===== config.mk =====
export PLATFORM = sky130hd
export DESIGN_NAME = rs232_rx_fifo_flat
export DESIGN_NICKNAME = d
export VERILOG_FILES = /design/src/rtl/rs232_rx_fifo_pkg.sv /design/src/rtl/rs232_rx_fifo_if.sv /design/src/rtl/rs232_rx_fifo_sync_fifo.sv /design/src/rtl/rs232_rx_fifo.sv /design/src/flat_wrapper.sv
export SDC_FILE = /design/constraint.sdc
export NUM_CORES = 1
export LEC_CHECK = 0
export CORE_ASPECT_RATIO = 1.75
export CORE_MARGIN = 2
export CORE_UTILIZATION = 40
export DETAILED_ROUTE_END_ITERATION = 12
export HOLD_SLACK_MARGIN = 0.1
export PLACE_DENSITY = 0.61
export SYNTH_ARGS = -nofsm -noshare
export SYNTH_HDL_FRONTEND = slang
export SYNTH_SLANG_ARGS = --single-unit

===== constraint.sdc =====
create_clock -name clock -period 3.5 [get_ports clock]
set_clock_uncertainty 0.2 [all_clocks]
set_input_delay 0.35 -clock clock [delete_from_list [all_inputs] [get_ports clock]]
set_output_delay 0.35 -clock clock [all_outputs]
set_load 0.005 [all_outputs]

===== src/rtl/rs232_rx_fifo_pkg.sv =====
// ============================================================================
// rs232_rx_fifo_pkg : shared RS-232 constants, FSM encoding and vote helper. Rev 1.0
// ============================================================================
`default_nettype none

package rs232_rx_fifo_pkg;

   localparam int C_RS232_DIV = 54;

   // Subcounts whose samples form the mid-bit majority vote
   localparam logic [3:0] C_VOTE_SUB_A = 4'd7;
   localparam logic [3:0] C_VOTE_SUB_B = 4'd8;
   localparam logic [3:0] C_VOTE_SUB_C = 4'd9;

   typedef enum logic [2:0] {
      ST_WAITHI = 3'd0,
      ST_IDLE   = 3'd1,
      ST_START  = 3'd2,
      ST_DATA   = 3'd3,
      ST_STOP   = 3'd4
   } rx_state_t;

   function automatic logic majority3(input logic a, input logic b, input logic c);
      return (a & b) | (a & c) | (b & c);
   endfunction

endpackage

`default_nettype wire


===== src/rtl/rs232_rx_fifo_if.sv =====
// ============================================================================
// rs232_rx_fifo_if : read-side and error-flag bundle of the buffered receiver. Rev 1.0
// ============================================================================
`default_nettype none

interface rs232_rx_fifo_if #(
   parameter int DEPTH_LOG2 = 4
);
   logic                  rd_en;
   logic [7:0]            rd_data;
   logic                  rd_valid;
   logic [DEPTH_LOG2:0]   count;
   logic                  frame_err;
   logic                  overrun;
   logic                  clr_err;

   modport master (
      output rd_en, clr_err,
      input  rd_data, rd_valid, count, frame_err, overrun
   );

   modport slave (
      input  rd_en, clr_err,
      output rd_data, rd_valid, count, frame_err, overrun
   );
endinterface

`default_nettype wire


===== src/rtl/rs232_rx_fifo_sync_fifo.sv =====
// ============================================================================
// rs232_rx_fifo_sync_fifo : first-word-fall-through FIFO with wrap pointers. Rev 1.0
// ============================================================================
`default_nettype none

module rs232_rx_fifo_sync_fifo #(
   parameter int WIDTH      = 8,
   parameter int DEPTH_LOG2 = 4
) (
   input  wire logic                  clock,
   input  wire logic                  reset,
   input  wire logic                  wr_en,
   input  wire logic [WIDTH-1:0]      wr_data,
   output logic                       full,
   input  wire logic                  rd_en,
   output logic [WIDTH-1:0]           rd_data,
   output logic                       rd_valid,
   output logic [DEPTH_LOG2:0]        count
);
   localparam int C_DEPTH = 1 << DEPTH_LOG2;

   logic [WIDTH-1:0]      r_mem [C_DEPTH];
   logic [DEPTH_LOG2-1:0] r_wr_ptr;
   logic [DEPTH_LOG2-1:0] r_rd_ptr;
   logic [DEPTH_LOG2:0]   r_count;
   logic                  w_push;
   logic                  w_pop;

   assign rd_valid = (r_count != '0);
   assign full     = (r_count == (DEPTH_LOG2+1)'(C_DEPTH));
   assign w_pop    = rd_en & rd_valid;
   // A full FIFO still accepts a write when the head leaves in the same cycle
   assign w_push   = wr_en & (~full | w_pop);
   assign rd_data  = rd_valid ? r_mem[r_rd_ptr] : '0;
   assign count    = r_count;

   always_ff @(posedge clock) begin
      if (w_push) begin
         r_mem[r_wr_ptr] <= wr_data;
      end
   end

   always_ff @(posedge clock) begin
      if (reset) begin
         r_wr_ptr <= '0;
         r_rd_ptr <= '0;
         r_count  <= '0;
      end else begin
         if (w_push) begin
            r_wr_ptr <= r_wr_ptr + 1'b1;
         end
         if (w_pop) begin
            r_rd_ptr <= r_rd_ptr + 1'b1;
         end
         case ({w_push, w_pop})
            2'b10:   r_count <= r_count + 1'b1;
            2'b01:   r_count <= r_count - 1'b1;
            default: r_count <= r_count;
         endcase
      end
   end

endmodule

`default_nettype wire


===== src/rtl/rs232_rx_fifo.sv =====
// ============================================================================
// rs232_rx_fifo : 16x-oversampled 8N1 receiver feeding a receive FIFO, with error flags. Rev 1.0
// ============================================================================
`default_nettype none

module rs232_rx_fifo
   import rs232_rx_fifo_pkg::*;
#(
   parameter int DIV        = C_RS232_DIV,
   parameter int DEPTH_LOG2 = 4
) (
   input  wire logic       clock,
   input  wire logic       reset,
   input  wire logic       RxD,
   rs232_rx_fifo_if.slave  rd
);
   localparam int C_TW = (DIV > 1) ? $clog2(DIV) : 1;

   logic            r_rx_meta;
   logic            r_rxs;
   logic [C_TW-1:0] r_tick_cnt;
   logic [3:0]      r_sub;
   logic            r_samp_a;
   logic            r_samp_b;
   logic            r_hi_run;
   logic [7:0]      r_shreg;
   logic [2:0]      r_bit_idx;
   logic            r_frame_err;
   logic            r_overrun;
   rx_state_t       r_state;
   rx_state_t       w_state_next;

   logic w_tick;
   logic w_start;
   logic w_decide;
   logic w_vote;
   logic w_push;
   logic w_frame_set;
   logic w_shift_en;
   logic w_full;
   logic w_overrun_set;

   assign w_tick   = (r_tick_cnt == C_TW'(DIV - 1));
   assign w_start  = (r_state == ST_IDLE) && !r_rxs;
   assign w_decide = w_tick && (r_sub == C_VOTE_SUB_C);
   assign w_vote   = majority3(r_samp_a, r_samp_b, r_rxs);

   always_ff @(posedge clock) begin
      if (reset) begin
         r_rx_meta <= 1'b1;
         r_rxs     <= 1'b1;
      end else begin
         r_rx_meta <= RxD;
         r_rxs     <= r_rx_meta;
      end
   end

   // Counters restart on the start edge so every vote lands at a fixed bit phase
   always_ff @(posedge clock) begin
      if (reset || w_start) begin
         r_tick_cnt <= '0;
         r_sub      <= '0;
      end else if (w_tick) begin
         r_tick_cnt <= '0;
         r_sub      <= r_sub + 4'd1;
      end else begin
         r_tick_cnt <= r_tick_cnt + 1'b1;
      end
   end

   always_ff @(posedge clock) begin
      if (reset) begin
         r_samp_a  <= 1'b1;
         r_samp_b  <= 1'b1;
         r_hi_run  <= 1'b0;
         r_shreg   <= '0;
         r_bit_idx <= '0;
      end else begin
         if (w_tick && r_sub == C_VOTE_SUB_A) r_samp_a <= r_rxs;
         if (w_tick && r_sub == C_VOTE_SUB_B) r_samp_b <= r_rxs;
         // Tracks whether the line stayed high for the whole current tick window
         if (w_tick)      r_hi_run <= 1'b1;
         else if (!r_rxs) r_hi_run <= 1'b0;
         if (w_shift_en)  r_shreg <= {w_vote, r_shreg[7:1]};
         if (r_state != ST_DATA) r_bit_idx <= '0;
         else if (w_shift_en)    r_bit_idx <= r_bit_idx + 3'd1;
      end
   end

   always_ff @(posedge clock) begin
      if (reset) r_state <= ST_WAITHI;
      else       r_state <= w_state_next;
   end

   always_comb begin
      w_state_next = r_state;
      w_push       = 1'b0;
      w_frame_set  = 1'b0;
      w_shift_en   = 1'b0;
      case (r_state)
         ST_WAITHI: if (w_tick && r_hi_run && r_rxs) w_state_next = ST_IDLE;
         ST_IDLE:   if (!r_rxs) w_state_next = ST_START;
         ST_START:  if (w_decide) w_state_next = w_vote ? ST_IDLE : ST_DATA;
         ST_DATA: begin
            if (w_decide) begin
               w_shift_en = 1'b1;
               if (r_bit_idx == 3'd7) w_state_next = ST_STOP;
            end
         end
         ST_STOP: begin
            if (w_decide) begin
               if (w_vote) begin
                  w_push       = 1'b1;
                  w_state_next = ST_IDLE;
               end else begin
                  w_frame_set  = 1'b1;
                  w_state_next = ST_WAITHI;
               end
            end
         end
         default: w_state_next = ST_WAITHI;
      endcase
   end

   assign w_overrun_set = w_push & w_full & ~rd.rd_en;

   // A new error event outranks a simultaneous clear
   always_ff @(posedge clock) begin
      if (reset) begin
         r_frame_err <= 1'b0;
         r_overrun   <= 1'b0;
      end else begin
         if (w_frame_set)     r_frame_err <= 1'b1;
         else if (rd.clr_err) r_frame_err <= 1'b0;
         if (w_overrun_set)   r_overrun <= 1'b1;
         else if (rd.clr_err) r_overrun <= 1'b0;
      end
   end

   assign rd.frame_err = r_frame_err;
   assign rd.overrun   = r_overrun;

   rs232_rx_fifo_sync_fifo #(
      .WIDTH      (8),
      .DEPTH_LOG2 (DEPTH_LOG2)
   ) u_fifo (
      .clock    (clock),
      .reset    (reset),
      .wr_en    (w_push),
      .wr_data  (r_shreg),
      .full     (w_full),
      .rd_en    (rd.rd_en),
      .rd_data  (rd.rd_data),
      .rd_valid (rd.rd_valid),
      .count    (rd.count)
   );

endmodule

`default_nettype wire

===== src/flat_wrapper.sv =====
// flat-port wrapper written by rule: the top's interface ports become plain ports
module rs232_rx_fifo_flat import rs232_rx_fifo_pkg::*;
#(
   parameter int DIV        = C_RS232_DIV,
   parameter int DEPTH_LOG2 = 4
)
  (clock, reset, RxD, rd_rd_en, rd_clr_err, rd_rd_data, rd_rd_valid, rd_count, rd_frame_err, rd_overrun);
  rs232_rx_fifo_if #(.DEPTH_LOG2(DEPTH_LOG2)) rd_i ();
  input  wire logic clock;
  input  wire logic reset;
  input  wire logic RxD;
  input wire logic [$bits(rd_i.rd_en)-1:0] rd_rd_en;
  input wire logic [$bits(rd_i.clr_err)-1:0] rd_clr_err;
  output wire logic [$bits(rd_i.rd_data)-1:0] rd_rd_data;
  output wire logic [$bits(rd_i.rd_valid)-1:0] rd_rd_valid;
  output wire logic [$bits(rd_i.count)-1:0] rd_count;
  output wire logic [$bits(rd_i.frame_err)-1:0] rd_frame_err;
  output wire logic [$bits(rd_i.overrun)-1:0] rd_overrun;
  assign rd_i.rd_en = rd_rd_en;
  assign rd_i.clr_err = rd_clr_err;
  assign rd_rd_data = rd_i.rd_data;
  assign rd_rd_valid = rd_i.rd_valid;
  assign rd_count = rd_i.count;
  assign rd_frame_err = rd_i.frame_err;
  assign rd_overrun = rd_i.overrun;
  rs232_rx_fifo #(.DIV(DIV), .DEPTH_LOG2(DEPTH_LOG2)) u_core (.clock(clock), .reset(reset), .RxD(RxD), .rd(rd_i));
endmodule

==> impl_metrics.py <==
metrics = {
    "outcome": {
        "status": "finished clean",
    },
    "worst_hold_path": {
        "hp-class": "reg -> reg",
        "hold_depth": 1,
        "hold_path_end": "u_core.r_rxs",
        "hp-start": "u_core.r_rx_meta",
    },
    "timing": {
        "grt_setup_unrepaired": "false",
        "fin_crit_sh": 0.937,
        "fmax_mhz": 305,
        "slew-limit-headroom": 0.535,
        "fin_crit_ns": 3.28,
        "slew_violations": 0,
        "fin_setup_tns_ns": 0,
        "setup_viol": 0,
        "hold_viol": 0,
        "worst_pin_slew_ns": 0.695,
    },
    "global_route": {
        "grt_overflow": 0,
        "grt_util_all_layers": 0.156,
        "grt_max_degree": 33,
        "grt_pass1_wl_um": 22400,
        "grt_pass1_vias": 4109,
        "antenna_found_initial": 0,
    },
    "layout": {
        "area_delta_synth_final_pct": 15.7,
        "final_common_cell": "edfxtp_1",
        "layoutNonFillerInstCount": 742,
        "nets": 514,
        "diodes": 0,
        "seqCellArea_sq_um": 4810,
        "multi_input_area_sq_um": 2330,
        "nFillCells": 1521,
        "mostFrequentLayoutCells": "edfxtp_1, nor2_1, dfxtp_1, mux4_2, buf_4",
        "layout-drive-gt1-share": 0.222,
    },
    "worst_setup_path": {
        "end_kind": "output port",
        "worstPathMaxFanout": 32,
        "critPathLaunchType": "flip-flop",
        "r2r-end": "u_core.u_fifo.count[4]",
        "worst_ep_required_time_ns": 2.95,
        "r2r-start": "u_core.u_fifo.count[2]",
        "reg2reg_depth": 9,
        "r2r_slack_ns": 0.53,
        "crit_type": "reg -> out",
        "crit_arrival_ns": 2.73,
    },
    "clock_tree": {
        "clockBufferDepth": 2,
        "cts_tree": "built",
        "cts_resized": 0,
        "cts_setup_buffers": 0,
        "hold_buffers": 0,
        "h-tree-depth": 4,
        "root_buffer": "clkbuf_16",
        "cts_sinks": 176,
        "clock_latency_ns": 0.42,
        "clk_pin_slew_ns": 0.07,
        "cts_buffers": 17,
    },
    "power_and_ir_drop": {
        "vdd_drop_max_mv": 0.398,
        "pwr-share-seq": 0.435,
        "internal_power_mw": 4.01,
        "clkPwrFrac": 0.362,
        "p_sw_mw": 1.32,
        "combPwrFrac": 0.203,
        "power_density_nw_per_um2": 631,
        "p_sw_frac": 0.248,
        "power.leakage_nw": 2.80,
    },
    "synth": {
        "async_reset_ff_frac": 0,
        "syn_area_per_cell_sq_um": 16.1,
        "synth-main-ff-cell": "edfxtp_1",
        "synth-edff-count": 128,
        "synth_fp_nets": 473,
        "synth_cell_types": 58,
        "syn_inst": 454,
        "ys_ff_latch": 176,
        "syn_area_sq_um": 7300,
        "yosysSeqAreaShare": 0.658,
        "ys_warn_count": 0,
    },
    "die": {
        "core_sq_um": 18000,
        "dieWidth_um": 106,
        "row_count": 65,
        "fp.dieH_um": 183,
        "die-area_sq_um": 19400,
        "ioPinCount": 21,
        "initial_core_util": 0.406,
    },
    "drt": {
        "totalWireLength_um": 14000,
        "routedWlPerCell_um": 18.9,
        "firstDrtPassIters": 5,
        "first_iter_violations": 175,
        "vias": 3876,
        "via_per_inst": 5.22,
        "ant_nets": 0,
        "drc_errors": 0,
    },
    "job": {
        "maxCapViolations": 0,
    },
    "placed_design": {
        "gp_congestion": 0.868,
        "place_inst": 710,
        "io_buffers": 20,
        "dpl.hpwl_um": 9680,
    },
}
## registers in the layout, indices dropped and copies added, names as in the netlist, 3 cells and up, named ones only
register	flops
u_core.u_fifo.r_mem	128
u_core.r_tick_cnt	6
u_core.r_sub	4
u_core.u_fifo.r_wr_ptr	4
u_core.u_fifo.count	5
u_core.r_shreg	8
u_core.r_bit_idx	3
u_core.u_fifo.r_rd_ptr	4
u_core.r_state	3
## power groups by stage
stage | clock [mW] | sequential, mW | combinational (mW)
floorplan | 0 | 2.34 | 0.751
global placement | 0 | 2.36 | 1.10
detailed placement | 0 | 2.37 | 1.11
CTS | 1.97 | 2.32 | 1.12
global route | 2.05 | 2.33 | 1.19
finish | 1.93 | 2.32 | 1.08
## final cells by class
class | count | share of cell area
inverter | 9 | 0.00400
timing repair buffer | 43 | 0.0456
sequential | 176 | 0.569
tap | 234 | 0.0346
clock inverter | 13 | 0.0207
multi-input combinational | 248 | 0.275
clock buffer | 19 | 0.0512
## cells in the mapped netlist, types with 9 or more instances
master,number,area (sq um)
clkbuf_1,9,33.8
inv_1,9,33.8
mux2i_1,17,170
ha_1,14,175
mux4_2,40,901
nor2_1,52,195
a21oi_1,9,45.0
edfxtp_1,128,3840
nand2_1,15,56.3
dfxtp_1,48,961
nor2b_1,11,68.8
## kinds of logic (layout without fill, tap and decap cells)
group,after synthesis,after routing,synth area share
xor gates and xnor gates,15,15,0.0180
and+or+nand+nor,126,126,0.0918
DFF,176,176,0.658
muxes,60,60,0.152
adders and majority gates,15,15,0.0254
buffers and inverters,30,84,0.0235
AOI/OAI and AO/OA,32,32,0.0310
## metal layers
| metal | up-vias | wire length (um) | GRT usage |
|---|---|---|---|
| met5 | - | 0 | 0 |
| met4 | 0 | 277 | 0.0600 |
| met3 | 17 | 382 | 0.0334 |
| met2 | 68 | 8220 | 0.299 |
| met1 | 1974 | 5160 | 0.161 |
| li1 | 1817 | - | - |
## worst max path at each step
stage | endpoint | start | cells after the start | slack (ns)
after CTS | rd_rd_data[2] | flip-flop | 5 | 0.15
after detailed placement | u_core.u_fifo.count[4] | u_core.u_fifo.count[2] | 9 | 0.55
after global placement | u_core.u_fifo.count[4] | u_core.u_fifo.count[2] | 9 | 0.59
after floorplan | u_core.u_fifo.r_mem[2][0] | u_core.r_tick_cnt[0] | 7 | 0.65
after global routing | rd_rd_data[2] | flip-flop | 5 | 0.09
final | rd_rd_data[2] | flip-flop | 5 | 0.22
## critical path, cell delays in order (launching register included)
cell and delay [ns]:
dfxtp_2 0.34, buf_12 0.26, mux4_2 0.56, mux4_2 0.53
nor2b_1 0.15, clkdlybuf4s50_1 0.44
## through the flow
stage / util / cell area [sq um] / worst slack, ns / hold WS [ns] / power [mW]
finish: 0.470 / 8450 / 0.221 / 0.208 / 5.33
CTS: 0.470 / 8450 / 0.153 / 0.210 / 5.41
detailed placement: 0.436 / 7840 / 0.545 / 0.194 / 3.48
global placement: 0.436 / 7840 / 0.586 / 0.191 / 3.47
floorplan: - / 7300 / 0.654 / 0.189 / 3.09
global route: 0.470 / 8450 / 0.0945 / 0.213 / 5.57
No activity file was read; power rests on OpenSTA's default activity.
